**src/rtl/tlk2711_tx_framer.sv**
```systemverilog
// TLK2711 transmit framer: turns 64-bit MM2S beats into framed 16-bit line words
// (SOF, header, payload, checksum, EOF) with K-flags and idle fill between packets.
module tlk2711_tx_framer #(
    parameter int          BODY_BEATS = 205,
    parameter int          GAP_CYCLES = 4,
    parameter logic [15:0] IDLE_WORD  = 16'hC5BC,
    parameter logic [15:0] SOF_WORD   = 16'hFBFB,
    parameter logic [15:0] EOF_WORD   = 16'hFDFD
) (
    input  logic        i_clk,
    input  logic        i_rst,
    input  logic        i_soft_rst,
    input  logic        i_send_start,
    input  logic [21:0] i_packet_body,
    input  logic [9:0]  i_packet_tail,
    input  logic [63:0] i_s_tdata,
    input  logic        i_s_tvalid,
    output logic        o_s_tready,
    output logic [15:0] o_txd,
    output logic        o_tkmsb,
    output logic        o_tklsb,
    output logic        o_busy,
    output logic        o_done,
    output logic        o_underrun,
    output logic [15:0] o_pkt_cnt
);

    typedef enum logic [2:0] {
        S_IDLE,
        S_SOF,
        S_HDR,
        S_PAY,
        S_CSUM,
        S_EOF,
        S_GAP
    } state_t;

    localparam logic [15:0] BODY_BEATS_W = 16'(BODY_BEATS);
    localparam logic [15:0] GAP_LAST     = 16'(GAP_CYCLES - 1);

    state_t      r_state;
    logic [21:0] r_body;
    logic [9:0]  r_tail;
    logic [22:0] r_pkts_total;
    logic [22:0] r_pkt_num;
    logic [15:0] r_beat_cnt;
    logic [15:0] r_gap_cnt;
    logic [15:0] r_sum;
    logic [63:0] r_hold;
    logic        r_full;
    logic [1:0]  r_widx;

    logic        w_rst;
    logic [22:0] w_total_in;
    logic        w_last_pkt;
    logic [15:0] w_beats_m1;
    logic        w_last_beat;
    logic        w_accept;
    logic [15:0] w_word;

    assign w_rst      = i_rst | i_soft_rst;
    assign w_total_in = {1'b0, i_packet_body} + {22'd0, (i_packet_tail != 10'd0)};
    assign w_last_pkt = (r_pkt_num == (r_pkts_total - 23'd1));
    assign w_beats_m1 = ((w_last_pkt && (r_tail != 10'd0)) ? {6'd0, r_tail} : BODY_BEATS_W) - 16'd1;
    assign w_last_beat = (r_beat_cnt == w_beats_m1);
    assign w_word     = r_hold[{r_widx, 4'b0000} +: 16];

    // Prefetch the next beat while the 4th word of the current one goes out, but never
    // pull a beat past the end of the packet; gated by reset so no beat is lost in that cycle.
    assign o_s_tready = !w_rst &&
                        (((r_state == S_HDR) && !r_full) ||
                         ((r_state == S_PAY) && (!r_full || ((r_widx == 2'd3) && !w_last_beat))));
    assign w_accept   = o_s_tready && i_s_tvalid;
    assign o_busy     = (r_state != S_IDLE);

    always_ff @(posedge i_clk) begin
        if (w_rst) begin
            // NOTE: only the valid flag of the holding register is reset; its data is
            // never read while r_full is low, so it needs no reset of its own.
            r_state      <= S_IDLE;
            r_full       <= 1'b0;
            r_widx       <= 2'd0;
            r_body       <= 22'd0;
            r_tail       <= 10'd0;
            r_pkts_total <= 23'd0;
            r_pkt_num    <= 23'd0;
            r_beat_cnt   <= 16'd0;
            r_gap_cnt    <= 16'd0;
            r_sum        <= 16'd0;
            o_txd        <= IDLE_WORD;
            {o_tkmsb, o_tklsb} <= 2'b01;
            o_done       <= 1'b0;
            o_underrun   <= 1'b0;
            o_pkt_cnt    <= 16'd0;
        end else begin
            // NOTE: all state here uses non-blocking assignments so every branch sees the
            // pre-edge values; a later assignment in the same cycle overrides an earlier one.
            o_done <= 1'b0;
            if (w_accept) begin
                r_hold <= i_s_tdata;
                r_full <= 1'b1;
                r_widx <= 2'd0;
            end

            case (r_state)
                S_IDLE: begin
                    o_txd              <= IDLE_WORD;
                    {o_tkmsb, o_tklsb} <= 2'b01;
                    if (i_send_start) begin
                        r_body       <= i_packet_body;
                        r_tail       <= i_packet_tail;
                        r_pkts_total <= w_total_in;
                        r_pkt_num    <= 23'd0;
                        o_pkt_cnt    <= 16'd0;
                        o_underrun   <= 1'b0;
                        if (w_total_in != 23'd0) begin
                            r_state <= S_SOF;
                        end else begin
                            o_done <= 1'b1;
                        end
                    end
                end
                S_SOF: begin
                    o_txd              <= SOF_WORD;
                    {o_tkmsb, o_tklsb} <= 2'b11;
                    r_sum              <= 16'd0;
                    r_beat_cnt         <= 16'd0;
                    r_state            <= S_HDR;
                end
                S_HDR: begin
                    o_txd              <= r_pkt_num[15:0];
                    {o_tkmsb, o_tklsb} <= 2'b00;
                    r_state            <= S_PAY;
                end
                S_PAY: begin
                    if (r_full) begin
                        o_txd              <= w_word;
                        {o_tkmsb, o_tklsb} <= 2'b00;
                        r_sum              <= r_sum + w_word;
                        if (r_widx == 2'd3) begin
                            if (!w_accept) begin
                                r_full <= 1'b0;
                            end
                            if (w_last_beat) begin
                                r_state <= S_CSUM;
                            end else begin
                                r_beat_cnt <= r_beat_cnt + 16'd1;
                            end
                        end else begin
                            r_widx <= r_widx + 2'd1;
                        end
                    end else begin
                        // Starved: pad with idle, nothing counted or summed.
                        o_txd              <= IDLE_WORD;
                        {o_tkmsb, o_tklsb} <= 2'b01;
                        o_underrun         <= 1'b1;
                    end
                end
                S_CSUM: begin
                    o_txd              <= r_sum;
                    {o_tkmsb, o_tklsb} <= 2'b00;
                    r_state            <= S_EOF;
                end
                S_EOF: begin
                    o_txd              <= EOF_WORD;
                    {o_tkmsb, o_tklsb} <= 2'b11;
                    o_pkt_cnt          <= o_pkt_cnt + 16'd1;
                    if (w_last_pkt) begin
                        o_done  <= 1'b1;
                        r_state <= S_IDLE;
                    end else begin
                        r_pkt_num <= r_pkt_num + 23'd1;
                        r_gap_cnt <= 16'd0;
                        r_state   <= S_GAP;
                    end
                end
                S_GAP: begin
                    o_txd              <= IDLE_WORD;
                    {o_tkmsb, o_tklsb} <= 2'b01;
                    r_gap_cnt          <= r_gap_cnt + 16'd1;
                    if (r_gap_cnt == GAP_LAST) begin
                        r_state <= S_SOF;
                    end
                end
                default: begin
                    r_state <= S_IDLE;
                end
            endcase
        end
    end

endmodule

```
**config.mk**
```make
export PLATFORM = sky130hd
export DESIGN_NAME = tlk2711_tx_framer
export DESIGN_NICKNAME = d
export VERILOG_FILES = /design/src/rtl/tlk2711_tx_framer.sv
export SDC_FILE = /design/constraint.sdc
export NUM_CORES = 1
export LEC_CHECK = 0
export CORE_ASPECT_RATIO = 0.75
export CORE_UTILIZATION = 50
export CTS_BUF_LIST = sky130_fd_sc_hd__clkbuf_4 sky130_fd_sc_hd__clkbuf_8
export CTS_CLUSTER_DIAMETER = 120
export DETAILED_ROUTE_END_ITERATION = 10
export GPL_ROUTABILITY_DRIVEN = 0
export PLACE_DENSITY = 0.76
export SYNTH_ARGS = -nofsm -noshare
export SYNTH_HDL_FRONTEND = slang
export SYNTH_SLANG_ARGS = --single-unit
```
**constraint.sdc**
```tcl
create_clock -name i_clk -period 16 [get_ports i_clk]
set_input_delay 4.8 -clock i_clk [delete_from_list [all_inputs] [get_ports i_clk]]
set_output_delay 4.8 -clock i_clk [all_outputs]
set_load 0.005 [all_outputs]
```
---- Word level (Yosys, flattened, before mapping) ----
Cells that the tools add are included.
storage, ports and cells
  register bits after elaboration ......... 210
  latch bits .............................. 0
  memory bits (writable) .................. 0
  bits in read-only memories .............. 0
  input port bits ......................... 101
  output and inout bits ................... 38
  logic and storage cells ................. 127
  memories kept ........................... 0
operators by class
  add/subtract/negate cells ............... 9
  multiply operators ...................... 0
  div/mod/pow operators ................... 0
  order comparisons ....................... 0
  equality and inequality tests ........... 19
  shifts and indexed selects .............. 1
  muxes and demuxes ....................... 43
  bitwise gates (word level) .............. 2
  reductions and logical operators ........ 37
operators by type and width
  kind                                                  count
  one-hot mux 16 bit (2 select lines)                   4
  two-way mux 16 bit                                    7
  one-hot mux 16 bit (6 select lines)                   1
  indexed part select 64 x 7 -> 16 bit                  1
  adder 16 x 1 -> 16 bit, second input constant         3
  two-way mux 23 bit                                    2
  one-hot mux 23 bit (2 select lines)                   1
  adder 22 x 1 -> 23 bit                                1
  adder 23 x 1 -> 23 bit, second input constant         1
  equality test 23 bit                                  1
  nonzero test 23 bit                                   1
  subtractor 23 x 1 -> 23 bit, second input constant    1
  two-way mux 3 bit                                     7
  one-hot mux 3 bit (7 select lines)                    1
  nonzero test 10 bit                                   2
  adder 16 bit                                          1
  equality test 16 bit                                  1
  equality test 16 x 2 -> 1 bit, second input constant  1
  inequality test 2 bit, second input constant          8
  two-way mux 1 bit                                     11
  subtractor 10 x 1 -> 11 bit, second input constant    1
  two-way mux 10 bit                                    1
  AND reduction 2 bit                                   5
  nonzero test 2 bit                                    5
  other kinds (23)                                      43

---- Logic depth before layout (Yosys ltp) ----
  depth after elaboration ................. 18
  depth in mapped cells ................... 25
  depth with buffers taken out ............ 21

---- Worst setup path before layout ----
Ideal clock, no wire load.
  path kind ............................... input to output
  start ................................... in i_soft_rst
  end ..................................... out o_s_tready
  arrival time ............................ 5.548 ns
  required time ........................... 11.200 ns
  slack ................................... 5.652 ns
  stages on the path ...................... 4
  path buffers ............................ 1
  cell sequence ........................... nor2_1 clkbuf_1 nand2_1 nor2_1
between the ends
  word-level cells in the longest chain between the ends .. 3
ends and longest elaborated chain
  item               line  text
  from (decl)        12    input logic i_soft_rst,
  bitwise OR 1 bit   61    assign w_rst = i_rst | i_soft_rst;
  zero test 1 bit    70    assign o_s_tready = !w_rst &&
  logical AND 1 bit  70
  to (decl)          18    output logic o_s_tready,
Every way passes these cells.

---- Worst setup path in the final report ----
Ends and elaborated chain as after synthesis.

==> results.txt <==
----------------------------------------------------
[Worst setup path]
  Critical path class ... in2out
  Data arrival time of the critical path ... 6.50 ns
  Worst EP required ... 11.20 ns
  CP Max Fanout ... 27
  Crit. End Element ... output port
  Startpoint type of the worst setup path ... primary input

[Drt]
  DRC Markers ... 0
  Number of vias per cell ... 5.88
  Routed wire length ... 28.2 mm
  Wirelength per Cell ... 16.6 um
  Antenna Nets Post-Route ... 0
  Overall via count from detail_route ... between 10000 and 15000
  Initial drt markers ... 888
  Number of iterations in the first detailed-routing pass ... 5

[Cells and area]
  Net count of the finished layout ... between 1500 and 2000
  Final core utilization ... 60.8%
  Commonest cells after routing, fill and taps aside ... sky130_fd_sc_hd__nor2_1, sky130_fd_sc_hd__dfxtp_1, sky130_fd_sc_hd__clkdlybuf4s50_1
  Finished Layout Cells ... about 1700
  Post-Layout Inst Area ... between 0.01 and 0.015 mm^2
  Area added between synthesis and finish ... 19.6%
  Share of layout cells above drive strength 1 ... 7.16%
  Filler Cell Count ... 1904
  Sequential Area ... slightly below 0.005 mm^2
  Number of diodes added for antenna fixing ... 0
  Combined area of the multi-input logic cells ... 0.00603 mm^2

[Synth]
  Area share of the largest cell type after synthesis ... about a quarter
  Synthesis Warnings ... 0
  Library cell with the largest summed area after synthesis ... sky130_fd_sc_hd__dfxtp_1
  Mapped Cells ... 1273
  Number of unique standard cell types used by synthesis ... 70
  Post-synthesis sequential element count ... 210
  Cell area after synthesis ... about 0.011 mm^2
  Net count after synthesis ... 1399
  Part of the Yosys area used for sequential elements ... 43.2%
  Dominant register cell in the synthesized netlist ... sky130_fd_sc_hd__dfxtp_1
  Number of flops mapped to enable cells by yosys ... 64
  Synthesized area per cell ... approximately 8.8 um^2
  Cell types occupying the most area after synthesis ... sky130_fd_sc_hd__dfxtp_1, sky130_fd_sc_hd__edfxtp_1, sky130_fd_sc_hd__nor2_1
  Async S/R FF share, synth ... 0%

[Power and ir drop]
  P per Cell Area ... 83.5 mW/mm^2
  Worst VDD drop ... 70.9 uV
  Static leakage ... roughly 4.6 nW

[Clocking]
  Clock Latency Late Sink ... 0.53 ns
  Clock transition at the register clock pins on the worst setup and hold paths after CTS ... 0.07 ns
  Root buffer selected by CTS ... sky130_fd_sc_hd__clkbuf_8
  Setup repair bufs after CTS ... 0
  H-tree depth reported by CTS ... 2
  CTS tree ... built
  Maximum count of clock buffers along a single path ... 3
  Inserted Clock Buffers ... 35
  Count of cells resized by post-cts repair ... 0
  Post-cts hold buffer count ... 0
  Clock Sinks ... 210

[Timing]
  Max-slew headroom ... around a third
  Timing-limited maximum frequency ... 0.0885 GHz
  Fin Setup TNS ... 0 ns
  Final Hold Vio Count ... 0
  Final worst path period share ... a little over two thirds
  RSZ-0062 raised after global routing ... no
  Final Max Tran Viols ... 0
  Final clock skew ... between 0.01 and 0.015 ns
  Post-route setup slack ... 4.70 ns
  Least-Margin Pin Slew ... ~0.98 ns
  Final count of negative-setup-slack endpoints ... 0
  Shortest clock period the worst path allows after layout ... 11.30 ns

[Global routing]
  Total track usage ... 24.8%
  Number of global-route vias before repair ... 9363
  Maximum number of pins on one net before global-route repair ... 88
  Initial antenna violation count ... 0
  First-pass GRT wire length ... 46.8 mm
  Aggregate global routing overflow ... 0

[Place]
  Number of placed instances, taps included ... 1645
  Worst Setup Slack post-DPL ... 4.73 ns
  Dpl hpwl ... 20.0 mm
  Placed inst area ... 0.0128 mm^2
  Total of buffers placed on input and output ports ... 138

[Die]
  Die boundary width ... 175 um
  Total I/O pin count ... around 140
  Core area ... 0.0221 mm^2
  Height of the die ... 132 um
  Starting Density ... 50.8%
  Area of the die ... roughly 0.023 mm^2
  Row Count ... 47

[Outcome]
  Outcome ... completed

[Min path]
  Type of the worst min-delay path ... reg2reg

[Run]
  Max-cap violations ... 0

----------------------------------------------------
[registers in the layout, summed over array words and instances (netlist names)]
name and cells:
o_done 1, o_pkt_cnt 16, o_tklsb 1, o_tkmsb 1, o_txd 16, o_underrun 1, r_beat_cnt 16, r_full 1
r_gap_cnt 16, r_hold 64, r_pkt_num 23, r_pkts_total 23, r_state 3, r_sum 16, r_tail 10, r_widx 2
[cells by family (layout without fill, tap and decap cells)]
group,after synthesis,count (layout),share of synthesized area (%)
compound gates,316,316,17.4
flops,210,210,43.2
buf+inv,90,228,3.14
mux,21,21,3.68
xor+xnor,83,83,6.48
fa+ha+maj,25,25,2.86
simple gates,528,528,23.3
[routing by layer]
| layer | vias up | global-route usage [%] | part of all wire, % |
|---|---|---|---|
| li1 | 4909 | - | - |
| met1 | 4745 | 35.2 | 46 |
| met2 | 324 | 38.1 | 45 |
| met3 | 52 | 5.27 | 7.0 |
| met4 | 0 | 6.52 | 1.8 |
| met5 | - | 0 | 0 |
[critical path, stage by stage]
cell and delay, ns:
sky130_fd_sc_hd__clkdlybuf4s50_1 0.42, sky130_fd_sc_hd__nor2_2 0.10, sky130_fd_sc_hd__buf_4 0.32, sky130_fd_sc_hd__nand2_1 0.17, sky130_fd_sc_hd__nor2_1 0.13, sky130_fd_sc_hd__clkdlybuf4s50_1 0.55
[layout make-up]
class,instances,share of cell area [%]
tap,294,2.74
clock inverter,12,0.429
timing repair buffer,147,10.8
clock buffer,48,4.37
sequential,210,36.1
multi-input combinational,973,44.9
inverter,21,0.588
[through the flow]
| stage | power, W | hold slack (ns) |
|---|---|---|
| 2_1_floorplan | 0.000635 | 0.443 |
| 3_3_place_gp | 0.000678 | 0.456 |
| 6_report | 0.00112 | 0.484 |
| 3_5_place_dp | 0.000681 | 0.473 |
| 5_1_grt | 0.00116 | 0.507 |
| 4_1_cts | 0.00113 | 0.482 |
[synth_stat cells, types with 19 or more instances]
cell type and count:
sky130_fd_sc_hd__nand2_1 127, sky130_fd_sc_hd__ha_1 24, sky130_fd_sc_hd__o22ai_1 19, sky130_fd_sc_hd__nor3_1 23, sky130_fd_sc_hd__and3_1 22, sky130_fd_sc_hd__xor2_1 49
sky130_fd_sc_hd__nand3_1 64, sky130_fd_sc_hd__a31oi_1 28, sky130_fd_sc_hd__xnor2_1 34, sky130_fd_sc_hd__inv_1 21, sky130_fd_sc_hd__nand4_1 19, sky130_fd_sc_hd__nor2_1 148
sky130_fd_sc_hd__dfxtp_1 146, sky130_fd_sc_hd__o21ai_0 68, sky130_fd_sc_hd__clkbuf_1 61, sky130_fd_sc_hd__a21oi_1 102, sky130_fd_sc_hd__a211oi_1 27, sky130_fd_sc_hd__or3_1 25
sky130_fd_sc_hd__edfxtp_1 64
[final timing paths]
check | from | endpoint | slack [ns] | cells past startpoint
setup / recovery | i_soft_rst | o_s_tready | 4.70 | 6
hold / removal | r_sum[0]$_SDFFE_PN0P_ | r_sum[0]$_SDFFE_PN0P_ | 0.48 | 2
setup reg to reg | r_pkts_total[0]$_SDFFE_PN0P_ | r_hold[14]$_DFFE_PP_ | 9.82 | 21
hold reg to reg | r_sum[0]$_SDFFE_PN0P_ | r_sum[0]$_SDFFE_PN0P_ | 0.48 | 2
[power breakdown]
group | internal (W) | switching [W] | leakage, nW
combinational | 0.0000520 | 0.0000579 | 2.51
clock | 0.000236 | 0.000213 | 0.331
sequential | 0.000554 | 0.00000718 | 1.76
total | 0.000842 | 0.000278 | 4.60
Note: power is estimated with default switching activity, not from simulation.
==> variant, RTL diff (same settings) <==
The 7 states of `state_t` get a Gray code encoding in 3 bits.
--- a/src/rtl/tlk2711_tx_framer.sv
+++ b/src/rtl/tlk2711_tx_framer.sv
@@ -27,11 +27,11 @@
 
     typedef enum logic [2:0] {
-        S_IDLE,
-        S_SOF,
-        S_HDR,
-        S_PAY,
-        S_CSUM,
-        S_EOF,
-        S_GAP
+        S_IDLE = 3'b000,
+        S_SOF  = 3'b001,
+        S_HDR  = 3'b011,
+        S_PAY  = 3'b010,
+        S_CSUM = 3'b110,
+        S_EOF  = 3'b111,
+        S_GAP  = 3'b101
     } state_t;
 
Check against the original RTL: same outputs for any inputs over 4 cycles, from zero or initial values; so few cycles prove little.
==> variant against the original RTL <==
- wire length fell by 1.1%
- final area rose by 2.3%
- non-clock buffer count rose by 4
- die area rose by 1.2%
- setup slack got worse by 0.45 ns
- synthesized area rose by 1.2%
- sequential cell count did not move
- clock power rose by 17%
- utilization rose by 1.1 points
- maximum frequency fell by 3.8%
- power rose by 7.2%
- clock skew rose by 0.0060 ns
- register-to-register slack got worse by 0.09 ns
- critical path type unchanged
- largest cell class unchanged
==> variant: results (changes against the original RTL) <==
FINISH
---------------------------------------------------------------------------------------
Fraction of area in clock buffers and inverters ..........................       0.0577   +0.00977
Sequential cell area share ...............................................        0.353   -0.00817
Count of multi-input gates ...............................................          965   -0.82%
Inverter count of the layout excluding clock inverters ...................           28   +33%
Fraction of area in multi-input gates ....................................        0.447   -0.00250
Clock buffer count .......................................................           58   +21%
Area Growth Syn to Fin ...................................................        20.9%
Final Non-Filler Cells ...................................................        1,712   +0.41%
Buffers excl. clock ......................................................          151   +2.7%
Net count, final .........................................................        1,517   +0.20%
Non-clock buffers, area share ............................................        0.108   -0.000255
Filler cell count ........................................................        1,843   -3.2%

SYNTH
---------------------------------------------------------------------------------------
Area contributors post-synth ............................................. dfxtp_1, edfxtp_1, xnor2_1
Sequential area share after synthesis ....................................        0.427   -0.00533
Synth cell count leaders ................................................. nor2_1, dfxtp_1, nand2_1
Synthesized instance count ...............................................        1,269   -0.31%
Unique cell type count in the Yosys netlist ..............................           81   +16%
Syn nets .................................................................        1,395   -0.29%

PLACE
---------------------------------------------------------------------------------------
Worst slack after detailed placement .....................................      4.20 ns   -0.530 ns
Area after DPL ........................................................... 12,900 sq um   +1.3%
Placed wire-length estimate after detailed placement .....................    19,700 um   -1.8%
Inst Count DP ............................................................        1,648   +0.18%

RUN STATUS
---------------------------------------------------------------------------------------
Status ................................................................... finished clean

DRT
---------------------------------------------------------------------------------------
Met3 wire len ............................................................      1770 um   -10%
Via Count ................................................................        9,850   -1.8%
DR WL met2 ...............................................................    12,700 um   +0.48%
Number of violations reported at the end of detailed-routing iteration 0 .          776   -13%
Wirelength per Cell ......................................................      16.3 um   -1.5%

STA
---------------------------------------------------------------------------------------
Final Worst Setup Slack ..................................................      4.25 ns   -0.449 ns
Layout Skew ..............................................................    0.0193 ns   +0.00598 ns

FLOORPLANNING
---------------------------------------------------------------------------------------
Std-Cell Core Area ....................................................... 22,200 sq um   +0.53%

GLOBAL ROUTING
---------------------------------------------------------------------------------------
Vias in the first global route ...........................................        9,291   -0.77%
Met3 usage ...............................................................       0.0466   -0.00611
GRT Util Overall .........................................................        0.241   -0.00672
Global-route wire length before repair ...................................    46,200 um   -1.4%

PWR
---------------------------------------------------------------------------------------
Sum of internal, switching and leakage power .............................      1200 uW   +7.2%
Power Clock ..............................................................       526 uW   +17%
Highest ir drop seen on vdd ..............................................    0.0648 mV   -8.6%
Total net switching power ................................................       282 uW   +1.4%
Power in combinational cells .............................................       114 uW   +4%

SETUP PATH
---------------------------------------------------------------------------------------
Highest cell delay on the worst timing path ..............................      0.57 ns   +0.02 ns
Largest driver fanout on the critical path ...............................           87   +220%
Data arrival, critical path ..............................................      6.95 ns   +0.45 ns

CLOCK TREE
---------------------------------------------------------------------------------------
Clock root buffer master .................................................     clkbuf_8

==> variant: kinds of logic (layout without fill, tap and decap cells) <==
| logic type | Yosys count | count (layout) | share of synthesized area |
|---|---|---|---|
| AND/OR/NAND/NOR | 540 | 540 | 0.242 |
| AO/OA/AOI/OAI | 273 | 273 | 0.151 |
| flip-flops | 210 | 210 | 0.427 |
| XOR/XNOR | 106 | 106 | 0.0818 |
| buffers and inverters | 94 | 243 | 0.0336 |
| adder cells (fa/ha/maj) | 25 | 25 | 0.0282 |
| multiplexers | 21 | 21 | 0.0366 |
==> variant: final timing paths <==
kind                         from      endpoint  slack, ns  depth (start not counted)
hold / removal       o_pkt_cnt[6]  o_pkt_cnt[6]       0.48                          2
setup / recovery       i_soft_rst    o_s_tready       4.25                          5
setup reg to reg  r_pkts_total[2]    r_hold[37]       9.73                         21
hold reg to reg      o_pkt_cnt[6]  o_pkt_cnt[6]       0.48                          2
